### src/rtl/cart_mem_responder_if.sv
// SDRAM-side single-beat req/ack bus used by cart_mem_responder.
// master: the responder (drives the request); slave: the SDRAM arbiter port.
interface cart_mem_responder_if #(
  parameter int unsigned ADDR_W = 25
) ();

  logic              mem_req;
  logic              mem_we;
  logic [ADDR_W-1:0] mem_addr;
  logic [7:0]        mem_wdata;
  logic              mem_ack;
  logic [7:0]        mem_rdata;

  modport master (
    output mem_req,
    output mem_we,
    output mem_addr,
    output mem_wdata,
    input  mem_ack,
    input  mem_rdata
  );

  modport slave (
    input  mem_req,
    input  mem_we,
    input  mem_addr,
    input  mem_wdata,
    output mem_ack,
    output mem_rdata
  );

endinterface

### src/rtl/cart_mem_responder.sv
// Memory-side responder for the 2600 cartridge mapper bus.
// Turns mapper ROM fetches and cart-RAM read/write strobes into single-beat
// req/ack SDRAM transactions and returns registered read data.
// Optional: define CART_MEM_LASTHIT_EN to retire repeated ROM fetches of the
// last completed address from a one-entry tag without touching SDRAM.
module cart_mem_responder #(
  parameter int unsigned       ADDR_W   = 25,
  parameter logic [ADDR_W-1:0] ROM_BASE = ADDR_W'(25'h0000000),
  parameter logic [ADDR_W-1:0] RAM_BASE = ADDR_W'(25'h0100000)
) (
  input  logic                        clk,
  input  logic                        reset_n,
  input  logic [18:0]                 rom_a,
  input  logic                        rom_read,
  output logic [7:0]                  rom_do,
  input  logic [17:0]                 cartram_addr,
  input  logic                        cartram_rd,
  input  logic                        cartram_wr,
  input  logic [7:0]                  cartram_wrdata,
  output logic [7:0]                  cartram_data,
  output logic                        busy,
  cart_mem_responder_if.master        mem
);

  localparam int unsigned ROM_AW = 19;
  localparam int unsigned RAM_AW = 18;
  localparam int unsigned DATA_W = 8;

  typedef enum logic [1:0] {
    IDLE,
    ROM_WAIT,
    RRD_WAIT,
    RWR_WAIT
  } state_t;

  state_t              state_q, state_d;

  logic                req_q, req_d;
  logic                we_q, we_d;
  logic [ADDR_W-1:0]   addr_q, addr_d;
  logic [DATA_W-1:0]   wdata_q, wdata_d;
  logic [DATA_W-1:0]   rom_do_q, rom_do_d;
  logic [DATA_W-1:0]   ram_do_q, ram_do_d;
  logic                busy_q, busy_d;

  // previous strobe/address samples for edge and change detection
  logic                rom_read_q;
  logic [ROM_AW-1:0]   rom_a_q;
  logic                ram_rd_q;
  logic [RAM_AW-1:0]   ram_addr_q;
  logic                ram_wr_q;

  // pending flags and their captures
  logic                rom_pend_q, rom_pend_d;
  logic [ROM_AW-1:0]   rom_cap_q, rom_cap_d;
  logic                rd_pend_q, rd_pend_d;
  logic [RAM_AW-1:0]   rd_cap_q, rd_cap_d;
  logic                wr_pend_q, wr_pend_d;
  logic [RAM_AW-1:0]   wr_cap_q, wr_cap_d;
  logic [DATA_W-1:0]   wr_dat_q, wr_dat_d;

  // address of the in-flight read, compared against the live address on ack
  logic [ROM_AW-1:0]   gnt_addr_q, gnt_addr_d;

  logic                rom_det, rd_det, wr_det;
  logic                rom_avail, rd_avail, wr_avail;
  logic [ROM_AW-1:0]   rom_sel;
  logic [RAM_AW-1:0]   rd_sel, wr_sel;
  logic [DATA_W-1:0]   wr_sel_dat;
  logic                rom_hit;

`ifdef CART_MEM_LASTHIT_EN
  logic                tag_vld_q, tag_vld_d;
  logic [ROM_AW-1:0]   tag_addr_q, tag_addr_d;
`endif

  assign mem.mem_req   = req_q;
  assign mem.mem_we    = we_q;
  assign mem.mem_addr  = addr_q;
  assign mem.mem_wdata = wdata_q;
  assign rom_do        = rom_do_q;
  assign cartram_data  = ram_do_q;
  assign busy          = busy_q;

  // request detection; a pending request or a fresh detection may be granted
  always_comb begin
    rom_det    = rom_read && (!rom_read_q || (rom_a != rom_a_q));
    rd_det     = cartram_rd && (!ram_rd_q || (cartram_addr != ram_addr_q));
    wr_det     = cartram_wr && !ram_wr_q;
    rom_avail  = rom_pend_q || rom_det;
    rd_avail   = rd_pend_q || rd_det;
    wr_avail   = wr_pend_q || wr_det;
    rom_sel    = rom_pend_q ? rom_cap_q : rom_a;
    rd_sel     = rd_pend_q ? rd_cap_q : cartram_addr;
    wr_sel     = wr_pend_q ? wr_cap_q : cartram_addr;
    wr_sel_dat = wr_pend_q ? wr_dat_q : cartram_wrdata;
`ifdef CART_MEM_LASTHIT_EN
    rom_hit    = tag_vld_q && (rom_sel == tag_addr_q);
`else
    rom_hit    = 1'b0;
`endif
  end

  // next-state, bus and pending-flag logic
  always_comb begin
    state_d    = state_q;
    req_d      = req_q;
    we_d       = we_q;
    addr_d     = addr_q;
    wdata_d    = wdata_q;
    rom_do_d   = rom_do_q;
    ram_do_d   = ram_do_q;
    rom_pend_d = rom_pend_q;
    rom_cap_d  = rom_cap_q;
    rd_pend_d  = rd_pend_q;
    rd_cap_d   = rd_cap_q;
    wr_pend_d  = wr_pend_q;
    wr_cap_d   = wr_cap_q;
    wr_dat_d   = wr_dat_q;
    gnt_addr_d = gnt_addr_q;
`ifdef CART_MEM_LASTHIT_EN
    tag_vld_d  = tag_vld_q;
    tag_addr_d = tag_addr_q;
`endif

    if (rom_det) begin
      rom_pend_d = 1'b1;
      rom_cap_d  = rom_a;
    end
    if (rd_det) begin
      rd_pend_d = 1'b1;
      rd_cap_d  = cartram_addr;
    end
    if (wr_det) begin
      wr_pend_d = 1'b1;
      wr_cap_d  = cartram_addr;
      wr_dat_d  = cartram_wrdata;
    end

    case (state_q)
      IDLE: begin
        // a same-kind detection alongside a granted pending entry stays queued
        if (wr_avail) begin
          state_d    = RWR_WAIT;
          req_d      = 1'b1;
          we_d       = 1'b1;
          addr_d     = RAM_BASE + ADDR_W'(wr_sel);
          wdata_d    = wr_sel_dat;
          gnt_addr_d = ROM_AW'(wr_sel);
          wr_pend_d  = wr_pend_q && wr_det;
        end else if (rd_avail) begin
          state_d    = RRD_WAIT;
          req_d      = 1'b1;
          we_d       = 1'b0;
          addr_d     = RAM_BASE + ADDR_W'(rd_sel);
          gnt_addr_d = ROM_AW'(rd_sel);
          rd_pend_d  = rd_pend_q && rd_det;
        end else if (rom_avail) begin
          rom_pend_d = rom_pend_q && rom_det;
          if (!rom_hit) begin
            state_d    = ROM_WAIT;
            req_d      = 1'b1;
            we_d       = 1'b0;
            addr_d     = ROM_BASE + ADDR_W'(rom_sel);
            gnt_addr_d = rom_sel;
          end
        end
      end

      ROM_WAIT: begin
        if (mem.mem_ack) begin
          state_d = IDLE;
          req_d   = 1'b0;
          we_d    = 1'b0;
          if (gnt_addr_q == rom_a) begin
            rom_do_d = mem.mem_rdata;
`ifdef CART_MEM_LASTHIT_EN
            tag_vld_d  = 1'b1;
            tag_addr_d = gnt_addr_q;
`endif
          end else begin
            // stale: the mapper moved on, refetch at the current address
            rom_pend_d = 1'b1;
            rom_cap_d  = rom_a;
          end
        end
      end

      RRD_WAIT: begin
        if (mem.mem_ack) begin
          state_d = IDLE;
          req_d   = 1'b0;
          we_d    = 1'b0;
          if (gnt_addr_q == {1'b0, cartram_addr}) begin
            ram_do_d = mem.mem_rdata;
          end else begin
            rd_pend_d = 1'b1;
            rd_cap_d  = cartram_addr;
          end
        end
      end

      RWR_WAIT: begin
        if (mem.mem_ack) begin
          state_d = IDLE;
          req_d   = 1'b0;
          we_d    = 1'b0;
        end
      end

      default: begin
        state_d = IDLE;
        req_d   = 1'b0;
        we_d    = 1'b0;
      end
    endcase

    busy_d = (state_d != IDLE);
  end

  // state and output registers with synchronous active-low reset
  always_ff @(posedge clk) begin
    if (!reset_n) begin
      state_q    <= IDLE;
      req_q      <= 1'b0;
      we_q       <= 1'b0;
      addr_q     <= '0;
      wdata_q    <= '0;
      rom_do_q   <= '0;
      ram_do_q   <= '0;
      busy_q     <= 1'b0;
      rom_read_q <= 1'b0;
      rom_a_q    <= '0;
      ram_rd_q   <= 1'b0;
      ram_addr_q <= '0;
      ram_wr_q   <= 1'b0;
      rom_pend_q <= 1'b0;
      rom_cap_q  <= '0;
      rd_pend_q  <= 1'b0;
      rd_cap_q   <= '0;
      wr_pend_q  <= 1'b0;
      wr_cap_q   <= '0;
      wr_dat_q   <= '0;
      gnt_addr_q <= '0;
`ifdef CART_MEM_LASTHIT_EN
      tag_vld_q  <= 1'b0;
      tag_addr_q <= '0;
`endif
    end else begin
      state_q    <= state_d;
      req_q      <= req_d;
      we_q       <= we_d;
      addr_q     <= addr_d;
      wdata_q    <= wdata_d;
      rom_do_q   <= rom_do_d;
      ram_do_q   <= ram_do_d;
      busy_q     <= busy_d;
      rom_read_q <= rom_read;
      rom_a_q    <= rom_a;
      ram_rd_q   <= cartram_rd;
      ram_addr_q <= cartram_addr;
      ram_wr_q   <= cartram_wr;
      rom_pend_q <= rom_pend_d;
      rom_cap_q  <= rom_cap_d;
      rd_pend_q  <= rd_pend_d;
      rd_cap_q   <= rd_cap_d;
      wr_pend_q  <= wr_pend_d;
      wr_cap_q   <= wr_cap_d;
      wr_dat_q   <= wr_dat_d;
      gnt_addr_q <= gnt_addr_d;
`ifdef CART_MEM_LASTHIT_EN
      tag_vld_q  <= tag_vld_d;
      tag_addr_q <= tag_addr_d;
`endif
    end
  end

endmodule

### src/flat_wrapper.sv
// flat-port wrapper written by rule: the top's interface ports become plain ports
module cart_mem_responder_flat 
#(
  parameter int unsigned       ADDR_W   = 25,
  parameter logic [ADDR_W-1:0] ROM_BASE = ADDR_W'(25'h0000000),
  parameter logic [ADDR_W-1:0] RAM_BASE = ADDR_W'(25'h0100000)
)
  (clk, reset_n, rom_a, rom_read, rom_do, cartram_addr, cartram_rd, cartram_wr, cartram_wrdata, cartram_data, busy, mem_mem_req, mem_mem_we, mem_mem_addr, mem_mem_wdata, mem_mem_ack, mem_mem_rdata);
  cart_mem_responder_if #(.ADDR_W(ADDR_W)) mem_i ();
  input  logic clk;
  input  logic reset_n;
  input  logic [18:0] rom_a;
  input  logic rom_read;
  output logic [7:0] rom_do;
  input  logic [17:0] cartram_addr;
  input  logic cartram_rd;
  input  logic cartram_wr;
  input  logic [7:0] cartram_wrdata;
  output logic [7:0] cartram_data;
  output logic busy;
  output wire logic [$bits(mem_i.mem_req)-1:0] mem_mem_req;
  output wire logic [$bits(mem_i.mem_we)-1:0] mem_mem_we;
  output wire logic [$bits(mem_i.mem_addr)-1:0] mem_mem_addr;
  output wire logic [$bits(mem_i.mem_wdata)-1:0] mem_mem_wdata;
  input wire logic [$bits(mem_i.mem_ack)-1:0] mem_mem_ack;
  input wire logic [$bits(mem_i.mem_rdata)-1:0] mem_mem_rdata;
  assign mem_mem_req = mem_i.mem_req;
  assign mem_mem_we = mem_i.mem_we;
  assign mem_mem_addr = mem_i.mem_addr;
  assign mem_mem_wdata = mem_i.mem_wdata;
  assign mem_i.mem_ack = mem_mem_ack;
  assign mem_i.mem_rdata = mem_mem_rdata;
  cart_mem_responder #(.ADDR_W(ADDR_W), .ROM_BASE(ROM_BASE), .RAM_BASE(RAM_BASE)) u_core (.clk(clk), .reset_n(reset_n), .rom_a(rom_a), .rom_read(rom_read), .rom_do(rom_do), .cartram_addr(cartram_addr), .cartram_rd(cartram_rd), .cartram_wr(cartram_wr), .cartram_wrdata(cartram_wrdata), .cartram_data(cartram_data), .busy(busy), .mem(mem_i));
endmodule
### config.mk
export PLATFORM = sky130hd
export DESIGN_NAME = cart_mem_responder_flat
export DESIGN_NICKNAME = d
export VERILOG_FILES = /design/src/rtl/cart_mem_responder_if.sv /design/src/rtl/cart_mem_responder.sv /design/src/flat_wrapper.sv
export SDC_FILE = /design/constraint.sdc
export NUM_CORES = 1
export LEC_CHECK = 0
export BUFFER_PORTS_ARGS = -buffer_cell sky130_fd_sc_hd__buf_4
export CAP_MARGIN = 20
export CORE_UTILIZATION = 45
export DETAILED_ROUTE_END_ITERATION = 6
export GPL_ROUTABILITY_DRIVEN = 0
export PLACE_DENSITY = 0.66
export SYNTH_ARGS = -nofsm -noshare
export SYNTH_HDL_FRONTEND = slang
export SYNTH_SLANG_ARGS = --single-unit
### constraint.sdc
create_clock -name clk -period 2.92 [get_ports clk]
set_input_delay 0 -clock clk [delete_from_list [all_inputs] [get_ports clk]]
set_output_delay 0 -clock clk [all_outputs]
set_load 0.03 [all_outputs]
==> summary.md <==
| Metric | Value |
|---|---|
| Final setup vio count | 0 |
| Rows | 45 |
| Ys flop type | dfxtp_1 |
| Crit path kind | flip-flop to flip-flop |
| M2 GR Usage | 42.20% |
| CTS Buffer Depth | 2 |
| Post-DRT Antenna Nets | 0 |
| Total grt overflow | 0 |
| Most common cell after layout, fill and taps aside | dfxtp_1 |
| Worst path max stage delay | 0.64 ns |
| Hold Crit Class | primary input to flip-flop |
| Place WS | 0.5224 ns |
| Final net count | 1026 |
| Cell variety after synth | 47 |
| Die area | 0.01635 mm2 |
| Slowest CP cell | o21ai_2 |
| Buf+Inv Stages, Crit Path | 2 |
| Skew final | 0.006052 ns |
| Routing usage on met3 | 5.175% |
| Dpl cells | 1101 |
| Final Power | 6.211 mW |
| RSZ-0062 raised after global routing | no |
| Max-cap viol count | 0 |
| Die X | 127.9 um |
| Pleak | about 3.6 nW |
| Slew at the pin closest to its max-slew limit | 0.8075 ns |
| Met1 usage | 35.14% |
| Worst vdd ir | 0.0004899 V |
| PortBufs | 105 |
| Core area | 0.01531 mm2 |
| Flop pwr share | 39.9% |
| WHS | 0.2143 ns |
| First-pass DRT Iterations | 5 |
| CTS resizes | 0 |
| # DRC | 0 |
| Flops & latches, synth | 155 |
| Clock power frac | 37.6% |
| Hold buffers post-CTS | 58 |
| Crit-path max FO | 16 |
| Critical Path RT | 3.27 ns |
| Layout area overhead | 29.53% |
| CP Cell Sequence | xnor2_1 > nand4_1 > or3_1 > buf_4 > o21ai_2 > buf_4 > nand3_1 > a21oi_1 |
| CTS tree | done |
| Via count | 6490 |
| Worst skew pair latency | ~0.43 ns |
| Switching portion of total power | 29.97% |
| Pwr/cell area | 672.5 mW/mm2 |
| Yosys warning total | 0 |
| Ratio of cells with drive above 1 in the final layout | between 15 and 20% |
| Clock Pin Slew Worst Setup and Hold Paths | 0.06 ns |
| Largest net degree at the start of global routing | 53 |
| Root Driver | clkbuf_16 |
| Minimum clock period after layout | 2.465 ns |
| CTS Sinks | 155 |
| Initial antenna violation count | 0 |
| Io pins | 111 |
| PnR worst setup slack | 0.4553 ns |
| Vias per Instance | 5.454 |
| Vias in the first global route | 6030 |
| Cell Count, Final, Fillers Out | 1190 |
| TNS Setup | 0 ns |
| Cell family with most CP delay | compound AO/OA/AOI/OAI gates |
| Final wirelength | 20660 um |
| Per-cell routed wire length | 17.36 um |
| Sequential share of the synthesized area | 43.52% |
| Max Freq | 0.4057 GHz |
| Combinational Power Share | between 20 and 25% |
| Post-synth EDFFs | 0 |
| Final hold vios | 0 |
| Period utilization | 84.41% |
| Cell Area, Synth | 0.007131 mm2 |
| Commonest non-fill, non-tap cells in the layout | 155 x dfxtp_1, 124 x buf_4, 81 x a21oi_1, 81 x nand2_1, 59 x o21ai_0 |
| WP data arrival | 2.81 ns |
| CTS buffer count | 17 |
| Relative slew slack | 46.16% |
| Die height | around 130 um |
| Status | complete, no violations |
| Initial core utilization | 46.56% |
| CP Launch Type | flip-flop |
| H-tree level count | 4 |
| Switch Pwr | 1.862 mW |
| First-pass GRT wire length | 32800 um |
| Synthesized instance count | around 830 |
| All-layer global routing usage | 26.19% |
| Slew Limit Fails | 0 |
| Most used routing layer | met2 |
| Detailed Place HPWL | roughly 14000 um |
| CP Capture Type | flip-flop |
| Syn avg cell area | slightly below 9 um2 |
| Post-CTS Setup Inserts | 0 |
| Starting DRT DRC Count | 499 |
| Internal power | 4.350 mW |
| Most Frequent Cell on Critical Path | buf_4 |
| ANT cells | 0 |
| Asr flop ratio synth | 0% |
[worst register-to-register path: stages, from the launching register on]
cell and delay [ns]:
dfxtp_1 0.32, xnor2_1 0.17, nand4_1 0.16, or3_1 0.36, buf_4 0.20, o21ai_2 0.64, buf_4 0.30, nand3_1 0.09
a21oi_1 0.15
[final timing paths]
kind / from / end / slack (ns) / cells past startpoint
max reg2reg: u_core.ram_addr_q[16]$_SDFF_PN0_ / u_core.rd_cap_q[16]$_SDFF_PN0_ / 0.46 / 8
min: reset_n / u_core.gnt_addr_q[12]$_SDFFE_PN0P_ / 0.21 / 4
min reg2reg: u_core.wr_cap_q[10]$_SDFFE_PN0P_ / u_core.wr_cap_q[10]$_SDFFE_PN0P_ / 0.45 / 2
max: u_core.ram_addr_q[16]$_SDFF_PN0_ / u_core.rd_cap_q[16]$_SDFF_PN0_ / 0.46 / 8
[per-layer routing]
metal | routed length, um | up-vias
met5 | 0 | -
met4 | 314 | 0
met3 | 1113 | 25
met2 | 9906 | 183
met1 | 9321 | 3120
li1 | - | 3162
[layout make-up]
type	count	area [um2]
clock buffer	24	481.7
sequential	155	3103
tap	211	264.0
inverter	15	56.30
multi-input combinational	595	3662
fill	1386	6078
timing repair buffer	183	1531
clock inverter	7	137.6
[kinds of logic (layout without fill, tap and decap cells)]
family / Yosys count / count (layout) / synth area share [%]
buffers and inverters: 79 / 229 / 5.334
other: 1 / 5 / 0.05259
AND/OR/NAND/NOR: 249 / 249 / 16.67
multiplexers: 43 / 43 / 6.229
AO/OA/AOI/OAI: 224 / 224 / 19.11
XOR/XNOR: 74 / 74 / 9.089
flip-flops: 155 / 155 / 43.52
[synthesized netlist by cell type, types with 4 or more instances]
cell	count	share of area [%]
a211oi_1	8	0.84
xor2_1	43	5.3
o211ai_1	20	2.1
and2_1	29	2.5
nand2_1	81	4.3
clkbuf_1	43	2.3
a31oi_1	11	0.97
inv_1	14	0.74
xnor2_1	31	3.8
nor2_1	49	2.6
nand4_1	8	0.70
a21oi_1	81	5.7
mux2_2	11	1.7
o21ai_0	59	4.1
mux2i_1	32	4.5
buf_4	6	0.63
buf_1	4	0.21
or3_1	5	0.44
o31ai_1	19	2.0
nand3_1	54	3.8
dfxtp_1	155	44
buf_6	7	1.1
nor4_1	12	1.1
a221oi_1	8	0.98
[per-stage QoR]
stage	cell area, um2	util [%]
finish	9236	60.31
global route	9236	60.31
CTS	9236	60.31
detailed placement	8036	52.48
global placement	8036	52.48
floorplan	7146	-
[state kept, by name, summed over array words and instances (netlist names)]
register	cells
u_core.rom_do	8
u_core.mem.mem_we	1
u_core.rom_read_q	1
u_core.wr_cap_q	18
u_core.ram_wr_q	1
u_core.rd_pend_q	1
u_core.mem.mem_addr	2
u_core.mem.mem_wdata	8
u_core.cartram_data	8
u_core.rd_cap_q	18
u_core.wr_pend_q	1
u_core.rom_a_q	19
u_core.rom_cap_q	19
u_core.ram_addr_q	18
u_core.ram_rd_q	1
u_core.mem.mem_req	1
u_core.state_q	2
u_core.gnt_addr_q	18
u_core.busy	1
u_core.wr_dat_q	8
u_core.rom_pend_q	1
[power groups by stage]
stage	registers, mW	logic (mW)	clock network [mW]
3_5_place_dp	2.52	1.32	0
6_report	2.48	1.40	2.34
2_1_floorplan	2.63	0.739	0
3_3_place_gp	2.52	1.31	0
5_1_grt	2.50	1.50	2.46
4_1_cts	2.47	1.39	2.36
Power figures use the tool's default switching activity.
